<file path="src/rtl/sha256_msg_padder.sv">
// sha256_msg_padder: appends SHA-256 padding (0x80, zero fill, 64-bit bit length) to a byte stream
module sha256_msg_padder #(
  parameter int LEN_W = 32
) (
  input  logic       clk,
  input  logic       rst,
  input  logic       s_start,
  input  logic [7:0] s_data,
  input  logic       s_valid,
  input  logic       s_last,
  output logic       s_ready,
  output logic       m_start,
  output logic [7:0] m_data,
  output logic       m_valid,
  output logic       m_last,
  input  logic       m_ready,
  output logic       busy
);
  typedef enum logic [2:0] {IDLE, START, MSG, PAD80, ZERO, LEN, DRAIN} state_t;
  state_t state, state_n;
  logic [LEN_W-1:0] len_cnt;
  logic [5:0] pos, pos_inc;
  logic empty, free, load, ld_last;
  logic [7:0] ld_data;
  logic [63:0] bit_len, len_sh;
  assign free = !m_valid || m_ready;
  assign s_ready = !rst && state == MSG && free;
  assign m_start = state == START;
  assign busy = state != IDLE;
  assign pos_inc = pos + 6'd1;
  assign bit_len = 64'({len_cnt, 3'b000});
  // length bytes occupy pos 56..63, so pos[2:0] selects the byte MSB first
  assign len_sh = bit_len >> {~pos[2:0], 3'b000};
  always_comb begin
    state_n = state;
    load = 1'b0;
    ld_data = 8'h00;
    ld_last = 1'b0;
    case (state)
      IDLE:  if (s_start) state_n = START;
      START: state_n = empty ? PAD80 : MSG;
      MSG: if (s_valid && free) begin
        load = 1'b1;
        ld_data = s_data;
        if (s_last) state_n = PAD80;
      end
      PAD80: if (free) begin
        load = 1'b1;
        ld_data = 8'h80;
        state_n = pos_inc == 6'd56 ? LEN : ZERO;
      end
      ZERO: if (free) begin
        load = 1'b1;
        if (pos_inc == 6'd56) state_n = LEN;
      end
      LEN: if (free) begin
        load = 1'b1;
        ld_data = len_sh[7:0];
        ld_last = pos == 6'd63;
        if (ld_last) state_n = DRAIN;
      end
      DRAIN: if (free) state_n = IDLE;
      default: state_n = IDLE;
    endcase
  end
  always_ff @(posedge clk) begin
    if (rst) begin
      state <= IDLE;
      len_cnt <= '0;
      pos <= '0;
      empty <= 1'b0;
      m_data <= '0;
      m_valid <= 1'b0;
      m_last <= 1'b0;
    end else begin
      state <= state_n;
      if (state == IDLE && s_start) begin
        len_cnt <= '0;
        pos <= '0;
        empty <= s_last && !s_valid;
      end
      if (state == MSG && load) len_cnt <= len_cnt + LEN_W'(1);
      if (load) begin
        m_data <= ld_data;
        m_valid <= 1'b1;
        m_last <= ld_last;
        pos <= pos_inc;
      end else if (free) begin
        m_valid <= 1'b0;
        m_last <= 1'b0;
      end
    end
  end
endmodule

</file>
<file path="config.mk">
export PLATFORM = sky130hd
export DESIGN_NAME = sha256_msg_padder
export DESIGN_NICKNAME = d
export VERILOG_FILES = /design/src/rtl/sha256_msg_padder.sv
export SDC_FILE = /design/constraint.sdc
export NUM_CORES = 1
export LEC_CHECK = 0
export BUFFER_PORTS_ARGS = -buffer_cell sky130_fd_sc_hd__buf_2
export CAP_MARGIN = 5
export CORE_ASPECT_RATIO = 0.5
export CORE_MARGIN = 4
export CORE_UTILIZATION = 40
export CTS_CLUSTER_DIAMETER = 40
export CTS_CLUSTER_SIZE = 12
export DETAILED_ROUTE_END_ITERATION = 16
export GPL_TIMING_DRIVEN = 1
export PLACE_DENSITY_LB_ADDON = 0.2
export SLEW_MARGIN = 20
export SYNTH_ARGS = -nofsm -noshare
export SYNTH_HDL_FRONTEND = slang
export SYNTH_SLANG_ARGS = --single-unit
</file>
<file path="constraint.sdc">
create_clock -name clk -period 2.6 [get_ports clk]
set_input_delay 0.13 -clock clk [delete_from_list [all_inputs] [get_ports clk]]
set_output_delay 0.13 -clock clk [all_outputs]
set_load 0.01 [all_outputs]
</file>
# Word-level counts from Yosys, hierarchy flattened
# Cells that the tools add are included.
# word_totals
ff_bits	52
out_inout_bits	13
input_bits	14
wordCells	73
# classes
bitwise_logic	1
add_sub_neg	2
shift	1
muxes	28
n_eq_ne	17
n_reduce_logical	17
# op_table
cell	count
two-way mux 32 bit	2
>> shifter 35 x 6 -> 8 bit	1
adder 32 x 1 -> 32 bit, second input constant	1
two-way mux 3 bit	9
two-way mux 8 bit	3
one-hot mux 8 bit (3 select lines)	1
one-hot mux 3 bit (7 select lines)	1
inequality test 2 bit, second input constant	8
equality test 6 bit, second input constant	2
two-way mux 6 bit	2
equality test 3 bit, second input constant	3
two-way mux 1 bit	9
AND reduction 9 bit	1
adder 6 x 1 -> 6 bit, second input constant	1
equality test 3 x 2 -> 1 bit, second input constant	2
logical AND 1 bit	6
nonzero test 2 bit	3
equality test 3 x 1 -> 1 bit, second input constant	1
zero test 1 bit	3
zero test 3 bit	1
inverter 3 bit	1
nonzero test 3 bit	1
OR reduction 3 bit	1
inequality test 2 x 1 -> 1 bit, second input constant	1
2 further kinds	2

# Depth between registers and ports, before layout
# Gate-level depths: netlist of the first run.
# logic_depth
word_depth	7
mapped_depth	7
depth_no_buf	6

# Worst setup path after synthesis of the first run
# OpenSTA, ideal clock, no wires.
# synth_timing
kind	register -> register
from	register state[2]
to	register len_cnt[22]
required_ps	2479
t_arrival_ps	1582
slack_ps	897
stages_incl_launch_ff	8
period_less_slack_ps	1703
path_buffers	2
setup_ps	121
cell_sequence	dfxtp_1 buf_2 nor2_1 and4_2 buf_4 nand3_1 nor3_1 mux2_2
# synth_between
elab_chain_cells	5
elab_cells_between_ends	11
classes_between	eq/ne: 4; mux: 2; reduce/logical: 5
# synth_rtl
item	line_no	rtl
start: declaration	20	state_t state, state_n;
start signal: assignment	76	state <= state_n;
equality test 3 bit / equality test 3 x 2 -> 1 bit (equally long branches)	39	case (state)
OR reduction 3 bit (no line)	n/a	
one-hot mux 1 bit (2 select lines)	39	
logical AND 1 bit	82	if (state == MSG && load) len_cnt <= len_cnt + LEN_W'(1);
two-way mux 32 bit / nonzero test 2 bit (equally long branches)	n/a	
end signal: assignment	82	
end: declaration	21	logic [LEN_W-1:0] len_cnt;
# Several ways; a longest one is shown, not always the timed one.
# A chain may end at the register's enable or synchronous reset.

# Worst setup path in the final report of the first run
# layout_timing
from	register len_cnt[11]
to	register len_cnt[26]
# layout_between
elab_chain_cells	2
# layout_rtl
item	line_no
adder 32 x 1 -> 32 bit	82
two-way mux 32 bit	82
# No other way between the ends.

==> run metrics, run 1 <==
clock slew at reported path FFs 0.07 ns; standard-cell rows 21; die width 128 µm; first-pass GRT wire length 12.3 mm; Fin Setup TNS 0 ns; post-synthesis async set-or-reset flop share 0; Mapped Avg Cell Area 8.34 µm²; most common cell after layout, fill and taps aside dfxtp_1; # setup viols final 0; worst r2r src len_cnt[11]; Reg2Reg Setup Slack 0.64 ns; post-route ant nets 0; antenna violations before repair 0; Ant. Diodes 0; die height 68.1 µm; DRC violations left 0; clk_lat worst skew 0.29 ns; largest family of logic cells by synthesized area simple AND/OR/NAND/NOR gates; RSZ-0062 raised after global routing no; most frequent cells in the layout dfxtp_1 (52), a21oi_1 (46), nand2_1 (30); power per cell area 668 nW/µm²; CP Class flop to flop; Distinct cells, synth 50; Hold Crit Class primary input to flop; top post-synthesis cells by area dfxtp_1 (36%), a21oi_1 (8.0%), nand3_1 (4.0%), nand2_1 (3.9%), nor2_1 (3.6%); Post-Layout Cell Count 459; Inst Count DP 452; register area share after synthesis 0.360; Final Hold Fails 0; DR WL/cell 16.1 µm; R2R cell count 5; Synth Area in Compound Gates 0.201; Core Area 6860 µm²; post_cts resized 0; number of buffers created by CTS 5; syn_nets 363; post-synth top area share 0.360; Iter 0 DRT Violations 196; HPWL after detailed placement 5.45 mm; mux contribution to synthesized area 0.0800; # hold bufs at CTS 0; post-CTS setup buffers 0; Initial Utilization 0.422; Setup WS pre-CTS 0.673 ns; worst reg2reg endpoint len_cnt[26]; Slew HR 0.571; Most used DFF post-synth dfxtp_1; worst slew pin tran 0.644 ns; WP data required 2.82 ns; crit share post-route 0.755; Crit. Startpoint len_cnt[11]; CTS tree built; fin. max-slew vios 0; io pins 27; Vias per Instance 5.96; Cells after Synth 347; I/O Buffers 26; simple-gate area share of the yosys netlist 0.296; htree depth 2; Placer Congestion 0.852; Clock Sinks 52; via count 2734; GRT Total Usage 0.177; CTS Buffer Depth 2; full die area 8740 µm²; status completed; vias in the first global route 2379; Layout Nets 383; startpoint types flop; GRT Residual Overflow 0; slack of the critical path 0.637 ns; Pre-antenna DRT Iters 5; synthesized flop and latch total 52; DRT Wirelength 7.41 mm; synthesized cell area 2890 µm²; Syn-to-layout area delta 12.9%; critical path arrival 2.18 ns; CP Max Fanout 7; clk root buf clkbuf_16; Fmax 0.509 GHz; VDD IR max 0.283 mV; XOR/XNOR Fraction of Synth Area 0.0121; LEAKAGE 0.00112 µW; crit path to len_cnt[26]; layout cell share with drive strength beyond 1 0.166; Max Cap Viol 0; largest net degree at the start of global routing 35; Fin Clk Skew 0.00515 ns; synth warn 0; Post-synth EDFFs 0; post-synth top area cell dfxtp_1; fin crit period 1.96 ns; Critical Path End Type flop; adder-cell share of the synthesized area 0.00865
worst max-delay path, cell delays in order (launching register included):
cell     delay, ns
dfxtp_1       0.42
and3_4        0.23
and4_1        0.44
nand4_1       0.28
or3_1         0.38
a21oi_1       0.14
cells in the mapped netlist, drive strengths merged, types with 2 or more instances:
library cell,instances
or2,3
o211ai,8
a22oi,9
nand4b,4
inv,6
nand4,11
nor2b,4
o31ai,2
clkbuf,18
a211oi,4
mux2i,7
o21bai,2
nor3,6
ha,2
or4,7
a21oi,46
nand2,30
nand2b,6
nand3b,4
buf,5
mux2,4
or3,6
o21ai,9
and4,2
a211o,3
nand3,23
mux4,5
a31oi,5
nor2,29
dfxtp,52
nor3b,3
xnor2,4
and2,2
and3,5
o311ai,4
nor4,4
power by group:
part / internal (µW) / switching (µW) / leakage [µW]
registers: 839 / 37.7 / 0.000420
logic: 218 / 405 / 0.000625
clock network: 404 / 276 / 0.0000760
stage by stage:
stage               total power, µW  cell area, µm²   util  hold slack, ns
detailed placement             1510            3110  0.454           0.380
global route                   2310            3270  0.476          0.0828
floorplan                      1310            2890      -           0.266
global placement               1510            3110  0.454           0.372
CTS                            2190            3270  0.476          0.0754
finish                         2180            3270  0.476          0.0777
layout make-up:
type	instances	area [µm²]
sequential	52	1040
tap	92	115
timing repair buffer	36	205
inverter	6	22.5
clock buffer	7	153
multi-input combinational	266	1730
fill	653	3590
how the worst min path moves through the flow:
stage                         start        end  slack, ns  cells past startpoint
after floorplan           s_data[3]  m_data[3]       0.27                      2
after global placement    s_data[6]  m_data[6]       0.37                      3
after detailed placement  s_data[4]  m_data[4]       0.38                      3
after CTS                 s_data[4]  m_data[4]       0.08                      3
after global routing      s_data[3]  m_data[3]       0.08                      3
final                     s_data[5]  m_data[5]       0.08                      3
sequential cells by signal, summed over array words and instances (netlist names):
signal / flops
pos: 6
empty: 1
m_data: 8
state: 3
len_cnt: 32
m_valid: 1
m_last: 1
routing by layer:
metal  wire [µm]  vias up  track usage
li1            -     1334            -
met1        3620     1315        0.248
met2        3240       79        0.272
met3         492        6       0.0452
met4          44        0       0.0463
met5           0        -            0
kinds of logic after synthesis:
| family | count (synthesis) |
|---|---|
| AOI/OAI and AO/OA | 95 |
| and+or+nand+nor | 149 |
| xor gates and xnor gates | 4 |
| adders and majority gates | 2 |
| buffers and inverters | 29 |
| DFF | 52 |
| muxes | 16 |
(Power assumes the default switching activity.)
==> run 2, diff against run 1 <==
- ABC_AREA: default -> 1
- clock period: 2.6 -> 1.9 ns (I/O delays scaled with it)
==> run metrics, run 2 <==
Critical Path End Type flop (unchanged); Hold Crit Class primary input to flop (unchanged); htree depth 2 (unchanged); post-route ant nets 0 (unchanged); Post-Layout Cell Count 644 (was 459); Final Hold Fails 0 (unchanged); clock slew at reported path FFs 0.08 ns (was 0.07 ns); Top Family by Delay on Critical Path simple AND/OR/NAND/NOR gates (unchanged); CTS Buffer Depth 2 (unchanged); CP Max Fanout 4 (was 7); Sw Pwr 1400 µW (was 719 µW); CP Class flop to flop (unchanged); area taken by multi-input logic gates 1930 µm² (was 1730 µm²); I/O Buffers 26 (unchanged); synthesized cell area 3280 µm² (was 2890 µm²); worst reg2reg endpoint len_cnt[22] (was len_cnt[26]); Cells after Synth 506 (was 347); critical path arrival 1.95 ns (was 2.18 ns); io pins 27 (unchanged); clk root buf clkbuf_16 (unchanged); Comb power frac 0.370 (was 0.286); HPWL after detailed placement 7.18 mm (was 5.45 mm); post-synthesis async set-or-reset flop share 0 (unchanged); Max Cap Viol 0 (unchanged); Fin Setup TNS 0 ns (unchanged); die height 72.0 µm (was 68.1 µm); Vias per Instance 5.24 (was 5.96); crit path to len_cnt[22] (was len_cnt[26]); Post-synth EDFFs 0 (unchanged); Core Area 7620 µm² (was 6860 µm²); register area share after synthesis 0.318 (was 0.360); crit share post-route 0.929 (was 0.755); fin crit period 1.77 ns (was 1.96 ns); syn_nets 522 (was 363); Initial Utilization 0.430 (was 0.422); crit-path cells ha_2 -> nand3_2 -> inv_1 -> nand2_1 -> inv_2 -> nand3_2 -> inv_2 -> nand3_1 -> o21ai_0 -> a21oi_1 (was and3_4 -> and4_1 -> nand4_1 -> or3_1 -> a21oi_1); startpoint types flop (unchanged); antenna violations before repair 0 (unchanged); Inst Count DP 636 (was 452); worst slew pin tran 0.457 ns (was 0.644 ns); sequential power share 0.359 (was 0.402); fin. max-slew vios 0 (unchanged); R2R cell count 10 (was 5); die width 136 µm (was 128 µm); max reg flops 32 (unchanged); Post-synth top cells nand2_1 (148), dfxtp_1 (52), inv_1 (49) (was dfxtp_1 (52), a21oi_1 (46), nand2_1 (30)); GRT Residual Overflow 0 (unchanged); RSZ-0062 raised after global routing no (unchanged); most frequent cells in the layout nand2_1 (148), dfxtp_1 (50), inv_1 (49) (was dfxtp_1 (52), a21oi_1 (46), nand2_1 (30)); top post-synthesis cells by area dfxtp_1 (32%), nand2_1 (17%), a21oi_1 (7.0%), nand3_1 (5.8%), inv_1 (5.6%) (was dfxtp_1 (36%), a21oi_1 (8.0%), nand3_1 (4.0%), nand2_1 (3.9%), nor2_1 (3.6%)); Slowest Stage Delay on Critical Path 0.40 ns (was 0.44 ns); Crit path depth 10 (was 5); synth warn 0 (unchanged); Placer Congestion 0.917 (was 0.852); Register Area 1040 µm² (about the same); Sw Share 0.406 (was 0.330); largest net degree at the start of global routing 36 (was 35); Most used DFF post-synth dfxtp_1 (unchanged); Clock Sinks 52 (unchanged); fillers 815 (was 653); Mapped Avg Cell Area 6.47 µm² (was 8.34 µm²); Iter 0 DRT Violations 336 (was 196); Syn-to-layout area delta 12.5% (was 12.9%); worst r2r src len_cnt[1] (was len_cnt[11]); # setup viols final 0 (unchanged); standard-cell rows 22 (was 21); count leader, synth nand2_1 (was dfxtp_1); Fin Clk Skew 0.00876 ns (was 0.00515 ns); Layout Nets 551 (was 383); Crit. Startpoint len_cnt[1] (was len_cnt[11]); status completed (unchanged); top flop regs len_cnt (32), m_data (8), pos (6) (unchanged); vias in the first global route 2977 (was 2379); CTS tree built (unchanged); via count 3374 (was 2734); first-pass GRT wire length 15.2 mm (was 12.3 mm); number of buffers created by CTS 5 (unchanged); Fmax 0.566 GHz (was 0.509 GHz); full die area 9790 µm² (was 8740 µm²); post-synth top area cell dfxtp_1 (unchanged); LEAKAGE 0.00141 µW (was 0.00112 µW); clk_lat worst skew 0.30 ns (was 0.29 ns); post-synth top area share 0.318 (was 0.360); WP data required 2.09 ns (was 2.82 ns); CP Buf/Inv Count 3 (was 0); Reg2Reg Setup Slack 0.13 ns (was 0.64 ns); Distinct cells, synth 41 (was 50); clock share of power 0.271 (was 0.312); most common cell after layout, fill and taps aside nand2_1 (was dfxtp_1); DRT Wirelength 9.48 mm (was 7.41 mm); power per cell area 938 nW/µm² (was 668 nW/µm²); largest reg by FF count len_cnt (unchanged); DRC violations left 0 (unchanged); Ant. Diodes 0 (unchanged); synthesized flop and latch total 52 (unchanged); DR WL/cell 14.7 µm (was 16.1 µm); internal power 2050 µW (was 1460 µW); Slew HR 0.695 (was 0.571); VDD IR max 0.595 mV (was 0.283 mV); Pre-antenna DRT Iters 5 (unchanged); CP max stage cell dfxtp_1 (was and4_1); GRT Total Usage 0.196 (was 0.177); layout cell share with drive strength beyond 1 0.166 (about the same)
run 2: power groups by stage:
stage	logic (µW)	clock network [µW]	registers (µW)
detailed placement	1270	0	1260
finish	1280	938	1240
global placement	1270	0	1260
floorplan	903	0	1260
global route	1400	1010	1250
CTS	1270	957	1240
run 2: through the flow:
stage,area (µm²),hold WS [ns],setup WS (ns),util,power (µW)
after floorplan,3280,0.257,0.452,-,2160
final,3690,0.0751,0.135,0.483,3460
after global placement,3530,0.381,0.147,0.463,2530
after detailed placement,3530,0.387,0.147,0.463,2530
after global routing,3690,0.0758,0.0191,0.483,3660
after CTS,3680,0.0756,0.0997,0.483,3470
run 2: timing repair:
action / CTS / global route
hold buffers: 0 / 0
setup buffers: 0 / 0
resized for setup: 0 / 3
endpoints found under the setup margin: 0 / 3
run 2: cell families after synthesis:
| group | count (synthesis) | synth area share |
|---|---|---|
| buf+inv | 76 | 0.0951 |
| fa+ha+maj | 2 | 0.00764 |
| compound gates | 98 | 0.177 |
| simple gates | 277 | 0.400 |
| xor+xnor | 1 | 0.00267 |
| flops | 52 | 0.318 |
run 2: final cells by class:
type / count / share of cell area
Multi-Input combinational cell: 378 / 0.522
Sequential cell: 52 / 0.283
Inverter: 64 / 0.0659
Timing Repair Buffer: 34 / 0.0516
Tap cell: 108 / 0.0367
Clock buffer: 5 / 0.0339
Clock inverter: 3 / 0.00645
run 2: how the worst min path moves through the flow:
stage,from,end,slack [ns],cells past startpoint
after CTS,s_data[1],m_data[1],0.08,3
after global routing,s_data[1],m_data[1],0.08,3
after detailed placement,s_last,empty,0.39,3
after floorplan,s_last,empty,0.26,2
final,s_data[1],m_data[1],0.08,3
after global placement,s_data[0],m_data[0],0.38,3
run 2: layer usage:
layer | wire length (µm) | vias up | GRT usage
met1 | 5010 | 1540 | 0.296
met2 | 3870 | 96 | 0.291
met5 | 0 | - | 0
met3 | 540 | 9 | 0.0402
li1 | - | 1729 | -
met4 | 61 | 0 | 0.0335
run 2: worst register-to-register path: cells and delay by family (launching register included):
kind	cells	cell delay (ns)
adder cells (fa/ha/maj)	1	0.25
AO/OA/AOI/OAI	2	0.25
buffers and inverters	3	0.31
flip-flops	1	0.40
AND/OR/NAND/NOR	4	0.47
